===== src/rtl/riscv_pkg.sv =====
// rtl/riscv_pkg.sv - shared fetch-stage types and constants
package riscv_pkg;
  typedef logic [31:0] word_t;

  typedef enum logic [1:0] {
    BOOT  = 2'd0,
    FETCH = 2'd1,
    HOLD  = 2'd2,
    HALT  = 2'd3
  } fetch_state_e;

  localparam int OPCODE_MSB = 31;
  localparam int OPCODE_LSB = 26;
  localparam logic [5:0] HALT_OPCODE_DEFAULT = 6'b111111;
endpackage


===== src/rtl/instruction_fetch_unit_if.sv =====
// rtl/instruction_fetch_unit_if.sv - instruction memory and decode handshakes of the fetch stage
interface instruction_fetch_unit_if;
  import riscv_pkg::*;

  logic  imem_req;
  word_t imem_addr;
  word_t imem_rdata;
  logic  imem_valid;
  word_t instr_out;
  logic  instr_valid;
  logic  instr_ready;

  modport master (
    output imem_req, imem_addr, instr_out, instr_valid,
    input  imem_rdata, imem_valid, instr_ready
  );

  modport slave (
    input  imem_req, imem_addr, instr_out, instr_valid,
    output imem_rdata, imem_valid, instr_ready
  );
endinterface


===== src/rtl/instruction_fetch_unit.sv =====
// rtl/instruction_fetch_unit.sv - PC register and fetch FSM; FETCH_TIMEOUT_EN adds a fetch watchdog
module instruction_fetch_unit
  import riscv_pkg::*;
#(
  parameter word_t      RESET_PC    = 32'd0,
  parameter logic [5:0] HALT_OPCODE = HALT_OPCODE_DEFAULT
`ifdef FETCH_TIMEOUT_EN
  ,
  parameter int         TIMEOUT_CYCLES = 16
`endif
) (
  input  logic                      clk,
  input  logic                      rst,
  input  word_t                     pc_next_in,
  output word_t                     pc_out,
  instruction_fetch_unit_if.master  bus,
  output logic                      halted,
  output word_t                     instr_count
`ifdef FETCH_TIMEOUT_EN
  ,
  output logic                      fetch_error
`endif
);

  fetch_state_e state_q, state_d;
  word_t        pc_q, pc_d;
  word_t        instr_q, instr_d;
  word_t        count_q, count_d;

`ifdef FETCH_TIMEOUT_EN
  localparam int TMO_W = $clog2(TIMEOUT_CYCLES + 1);
  logic [TMO_W-1:0] tmo_q, tmo_d;
  logic             err_q, err_d;
`endif

  always_comb begin
    state_d = state_q;
    pc_d    = pc_q;
    instr_d = instr_q;
    count_d = count_q;
`ifdef FETCH_TIMEOUT_EN
    err_d   = err_q;
    // Counts cycles spent in FETCH; reads zero on the first FETCH cycle.
    tmo_d   = (state_q == FETCH) ? tmo_q + 1'b1 : '0;
`endif
    case (state_q)
      BOOT: state_d = FETCH;
      FETCH: begin
        if (bus.imem_valid) begin
          instr_d = bus.imem_rdata;
          state_d = HOLD;
        end
`ifdef FETCH_TIMEOUT_EN
        else if (tmo_q == TMO_W'(TIMEOUT_CYCLES - 1)) begin
          err_d   = 1'b1;
          state_d = HALT;
        end
`endif
      end
      HOLD: begin
        if (bus.instr_ready) begin
          count_d = count_q + 32'd1;
          if (instr_q[OPCODE_MSB:OPCODE_LSB] == HALT_OPCODE) begin
            state_d = HALT;
          end else begin
            pc_d    = pc_next_in;
            state_d = FETCH;
          end
        end
      end
      HALT: state_d = HALT;
    endcase
  end

  always_ff @(posedge clk) begin
    if (rst) begin
      state_q <= BOOT;
      pc_q    <= RESET_PC;
      instr_q <= '0;
      count_q <= '0;
`ifdef FETCH_TIMEOUT_EN
      tmo_q   <= '0;
      err_q   <= 1'b0;
`endif
    end else begin
      state_q <= state_d;
      pc_q    <= pc_d;
      instr_q <= instr_d;
      count_q <= count_d;
`ifdef FETCH_TIMEOUT_EN
      tmo_q   <= tmo_d;
      err_q   <= err_d;
`endif
    end
  end

  assign bus.imem_req    = (state_q == FETCH);
  assign bus.imem_addr   = pc_q;
  assign bus.instr_out   = instr_q;
  assign bus.instr_valid = (state_q == HOLD);
  assign pc_out          = pc_q;
  assign halted          = (state_q == HALT);
  assign instr_count     = count_q;
`ifdef FETCH_TIMEOUT_EN
  assign fetch_error     = err_q;
`endif

endmodule


===== src/flat_wrapper.sv =====
// flat-port wrapper written by rule: the top's interface ports become plain ports
module instruction_fetch_unit_flat import riscv_pkg::*;
#(
  parameter word_t      RESET_PC    = 32'd0,
  parameter logic [5:0] HALT_OPCODE = HALT_OPCODE_DEFAULT

)
  (clk, rst, pc_next_in, pc_out, halted, instr_count, bus_imem_req, bus_imem_addr, bus_instr_out, bus_instr_valid, bus_imem_rdata, bus_imem_valid, bus_instr_ready);
  instruction_fetch_unit_if bus_i ();
  input  logic clk;
  input  logic rst;
  input  word_t pc_next_in;
  output word_t pc_out;
  output logic halted;
  output word_t instr_count;
  output wire logic [$bits(bus_i.imem_req)-1:0] bus_imem_req;
  output wire logic [$bits(bus_i.imem_addr)-1:0] bus_imem_addr;
  output wire logic [$bits(bus_i.instr_out)-1:0] bus_instr_out;
  output wire logic [$bits(bus_i.instr_valid)-1:0] bus_instr_valid;
  input wire logic [$bits(bus_i.imem_rdata)-1:0] bus_imem_rdata;
  input wire logic [$bits(bus_i.imem_valid)-1:0] bus_imem_valid;
  input wire logic [$bits(bus_i.instr_ready)-1:0] bus_instr_ready;
  assign bus_imem_req = bus_i.imem_req;
  assign bus_imem_addr = bus_i.imem_addr;
  assign bus_instr_out = bus_i.instr_out;
  assign bus_instr_valid = bus_i.instr_valid;
  assign bus_i.imem_rdata = bus_imem_rdata;
  assign bus_i.imem_valid = bus_imem_valid;
  assign bus_i.instr_ready = bus_instr_ready;
  instruction_fetch_unit #(.RESET_PC(RESET_PC), .HALT_OPCODE(HALT_OPCODE)) u_core (.clk(clk), .rst(rst), .pc_next_in(pc_next_in), .pc_out(pc_out), .bus(bus_i), .halted(halted), .instr_count(instr_count));
endmodule

===== config.mk =====
export PLATFORM = sky130hd
export DESIGN_NAME = instruction_fetch_unit_flat
export DESIGN_NICKNAME = d
export VERILOG_FILES = /design/src/rtl/riscv_pkg.sv /design/src/rtl/instruction_fetch_unit_if.sv /design/src/rtl/instruction_fetch_unit.sv /design/src/flat_wrapper.sv
export SDC_FILE = /design/constraint.sdc
export NUM_CORES = 1
export LEC_CHECK = 0
export ABC_AREA = 1
export BUFFER_PORTS_ARGS = -buffer_cell sky130_fd_sc_hd__buf_2
export CAP_MARGIN = 15
export CORE_MARGIN = 10
export CORE_UTILIZATION = 51
export CTS_CLUSTER_SIZE = 12
export DETAILED_ROUTE_END_ITERATION = 7
export PLACE_DENSITY_LB_ADDON = 0.2
export SLEW_MARGIN = 15
export SYNTH_ARGS = -nofsm -noshare
export SYNTH_HDL_FRONTEND = slang
export SYNTH_SLANG_ARGS = --single-unit

===== constraint.sdc =====
create_clock -name clk -period 1.9 [get_ports clk]
set_input_delay 0.285 -clock clk [delete_from_list [all_inputs] [get_ports clk]]
set_output_delay 0.285 -clock clk [all_outputs]
set_load 0.01 [all_outputs]

==> reports/qor.yml <==
timing.final.crit_period_ns: 1.58
final.period_utilization: 0.833
cts-hold-fix-buffers: 0
grt_pass1_wl_um: 21000
post-cts-setup-buffer-count: 0
fill_cells: 785
diode_insertion_count_for_antenna_repair: 0
path_buf_inv: 1
power_density_nw_per_um2: 719
critPathTopFamily: "simple AND/OR/NAND/NOR gates"
dieArea_um2: 12700
floorplan.die.width_um: 113
reg2reg_from: "u_core.instr_count[1]"
path_depth: 8
yosysUniqueCellTypes: 27
vias: 4438
outcome: "finished clean"
postSynthRegisterBits: 98
grt_pass1_vias: 4276
multiInputGateArea_um2: 1850
postSynth.asyncResetShare: 0
cp.required_ns: 2.12
drv_slew: 0
rr_endpoint: "u_core.instr_count[10]"
pin_count: 199
synth_top_cell_area_share: 0.448
drtIter0Drc: 243
synthesis.area_per_instance_um2: 7.08
peakVddDrop_mv: 0.489
crit_slowest_cell: "sky130_fd_sc_hd__dfxtp_1"
synth_warnings: 0
antenna_found_initial: 0
postRouteAntennaNets: 0
max-clock-path-buffers: 2
cts_buffers: 9
final-hold-violation-count: 0
timing_worst_slew_pin_value_ns: 0.476
drt_drc_violations_left: 0
setup_repair_after_global_routing_missed_its_margin: "false"
postSynthCellCount: 619
final_net_count: 846
timing.max_slew.rel_slack: 0.683
grt-ovfl-total: 0
rr_worst_depth: 8
synthesis.nets: 688
setup_viol: 0
worstPathCellList: "ha_1 > nand3_1 > nor2_1 > nand2_1 > inv_1 > nand2_1 > xor2_1 > nor2_1"
critical-path-max-stage-delay_ns: 0.41
fraction_of_layout_instances_using_a_drive_strength_above_1: 0.290
dominantRegCellSynth: "sky130_fd_sc_hd__dfxtp_1"
timing.max_cap.violations: 0
clk_pin_slew_worst_paths_ns: 0.09
detailedRoute.firstPassIterationCount: 5
number_of_sinks_driven_by_the_clock_tree: 98
critPathMaxFanout: 5
power_leakage_nw: 2.63
ctsRootBufferMaster: "sky130_fd_sc_hd__clkbuf_8"
grt_use_met2: 0.338
setup_total_negative_slack_ns: 0
gp_routability_congestion: 0.851
portBuffers: 198
route.detailed.vias_per_inst: 5.00
clock_latency_ns: 0.35
cp-end-kind: "flip-flop"
cts.repair.resized: 0
synthesis.area_um2: 4380
timing_worst_setup_path_type: "reg2reg"
min-delay-start: "bus_imem_rdata[11]"
number_of_enable_type_register_cells_in_the_synthesized_netlist: 0
wl_per_cell_um: 14.6
cts_tree: "yes"
met1_usage: 0.214
ff_latch_area_um2: 1960
top_usage_layer: "met2"
yosys.area.top_type: "sky130_fd_sc_hd__dfxtp_1"
met3_usage: 0.0825
synthToLayoutAreaGrowth_pct: 22.3
fp-row-count: 33
core_area_um2: 8300
max_freq_ghz: 0.632
timing.critical_path.to: "u_core.instr_count[10]"
leading_cell_types_by_total_area_after_synthesis: "sky130_fd_sc_hd__dfxtp_1, sky130_fd_sc_hd__nor2_1, sky130_fd_sc_hd__nand2_1"
synth-seq-area-share: 0.448
groute.usage.overall: 0.196
hold_slack_final_ns: 0.183
place.detailed.hpwl_um: 10000
worst-endpoint-arrival_ns: 1.80
clock-skew-final_ns: 0.00644
hold_class: "in2reg"
critical_path.startpoint_type: "flip-flop"
routed_wire_length_um: 12900
cts.htree.levels: 3
initial_core_util: 0.528
launching_element_of_the_worst_setup_path: "u_core.instr_count[1]"
die_h_um: 113
setup.reg_to_reg.worst_slack_ns: 0.32
grt_start_max_net_pins: 54
-- through the flow --
stage / utilization / instances / power [mW] / worst slack, ns / instance area [µm²]
3_3_place_gp: 0.623 / 871 / 2.59 / 0.419 / 5170
4_1_cts: 0.645 / 887 / 3.90 / 0.326 / 5360
3_5_place_dp: 0.623 / 871 / 2.60 / 0.379 / 5170
6_report: 0.645 / 887 / 3.85 / 0.317 / 5360
2_1_floorplan: - / 619 / 2.43 / 0.510 / 4380
5_1_grt: 0.645 / 887 / 4.04 / 0.149 / 5360
-- logic make-up after synthesis --
logic type | count (synthesis) | share of synthesized area
AOI/OAI and AO/OA | 88 | 0.103
adders and majority gates | 1 | 0.00286
DFF | 98 | 0.448
xor gates and xnor gates | 3 | 0.00600
buffers and inverters | 107 | 0.130
and+or+nand+nor | 322 | 0.310
-- placed cells by master (no fill, tap or decap), types with 9 or more instances in the layout --
master	instances
sky130_fd_sc_hd__nand4_1	10
sky130_fd_sc_hd__nand2_1	110
sky130_fd_sc_hd__nand3_1	57
sky130_fd_sc_hd__buf_2	198
sky130_fd_sc_hd__a21oi_1	45
sky130_fd_sc_hd__inv_1	48
sky130_fd_sc_hd__o21ai_0	38
sky130_fd_sc_hd__nor2_1	132
sky130_fd_sc_hd__clkbuf_8	9
sky130_fd_sc_hd__dfxtp_1	98
-- flip-flops by register name, summed over array words and instances, names as in the netlist --
| register | cells |
|---|---|
| u_core.bus.imem_addr | 32 |
| u_core.state_q | 2 |
| u_core.bus.instr_out | 32 |
| u_core.instr_count | 32 |
-- where the power goes --
| group | internal, mW | total [mW] | leakage [nW] | switching (mW) |
|---|---|---|---|---|
| clock | 0.609 | 1.30 | 0.0975 | 0.691 |
| sequential | 2.12 | 2.16 | 0.796 | 0.0409 |
| combinational | 0.164 | 0.388 | 1.74 | 0.224 |
-- worst register-to-register path: cells and delay by family (launching register included) --
kind | cells | cell delay [ns]
AND/OR/NAND/NOR | 5 | 0.53
flip-flops | 1 | 0.41
adder cells (fa/ha/maj) | 1 | 0.20
buffers and inverters | 1 | 0.20
XOR/XNOR | 1 | 0.14
-- synthesized netlist by cell type (all sizes together) (2+ instances only) --
library cell    n
nand2         112
o21a            3
o21ai          38
nand4          10
clkbuf         15
dfxtp          98
nor3            4
nand3          59
buf            43
a21oi          45
inv            48
xor2            2
nor2          135
-- worst min path at each step --
stage	end	slack [ns]	depth (start not counted)
global placement	u_core.bus.imem_addr[31]	0.46	2
CTS	u_core.bus.instr_out[8]	0.17	3
global route	u_core.bus.instr_out[5]	0.18	3
detailed placement	u_core.bus.imem_addr[12]	0.46	2
finish	u_core.bus.instr_out[11]	0.18	3
floorplan	u_core.bus.instr_out[0]	0.45	2
-- routing by layer --
layer / wire length (µm) / part of all wire
met2: 6240 / 0.48
met5: 0 / 0
met4: 201 / 0.016
met3: 1380 / 0.11
met1: 5110 / 0.39
-- cell type report --
type	instances	share of cell area
inverter	49	0.0346
sequential	98	0.366
clock buffer	11	0.0245
tap	105	0.0245
multi-input combinational	414	0.345
timing repair buffer	205	0.195
clock inverter	5	0.0100
Power figures use the tool's default switching activity.
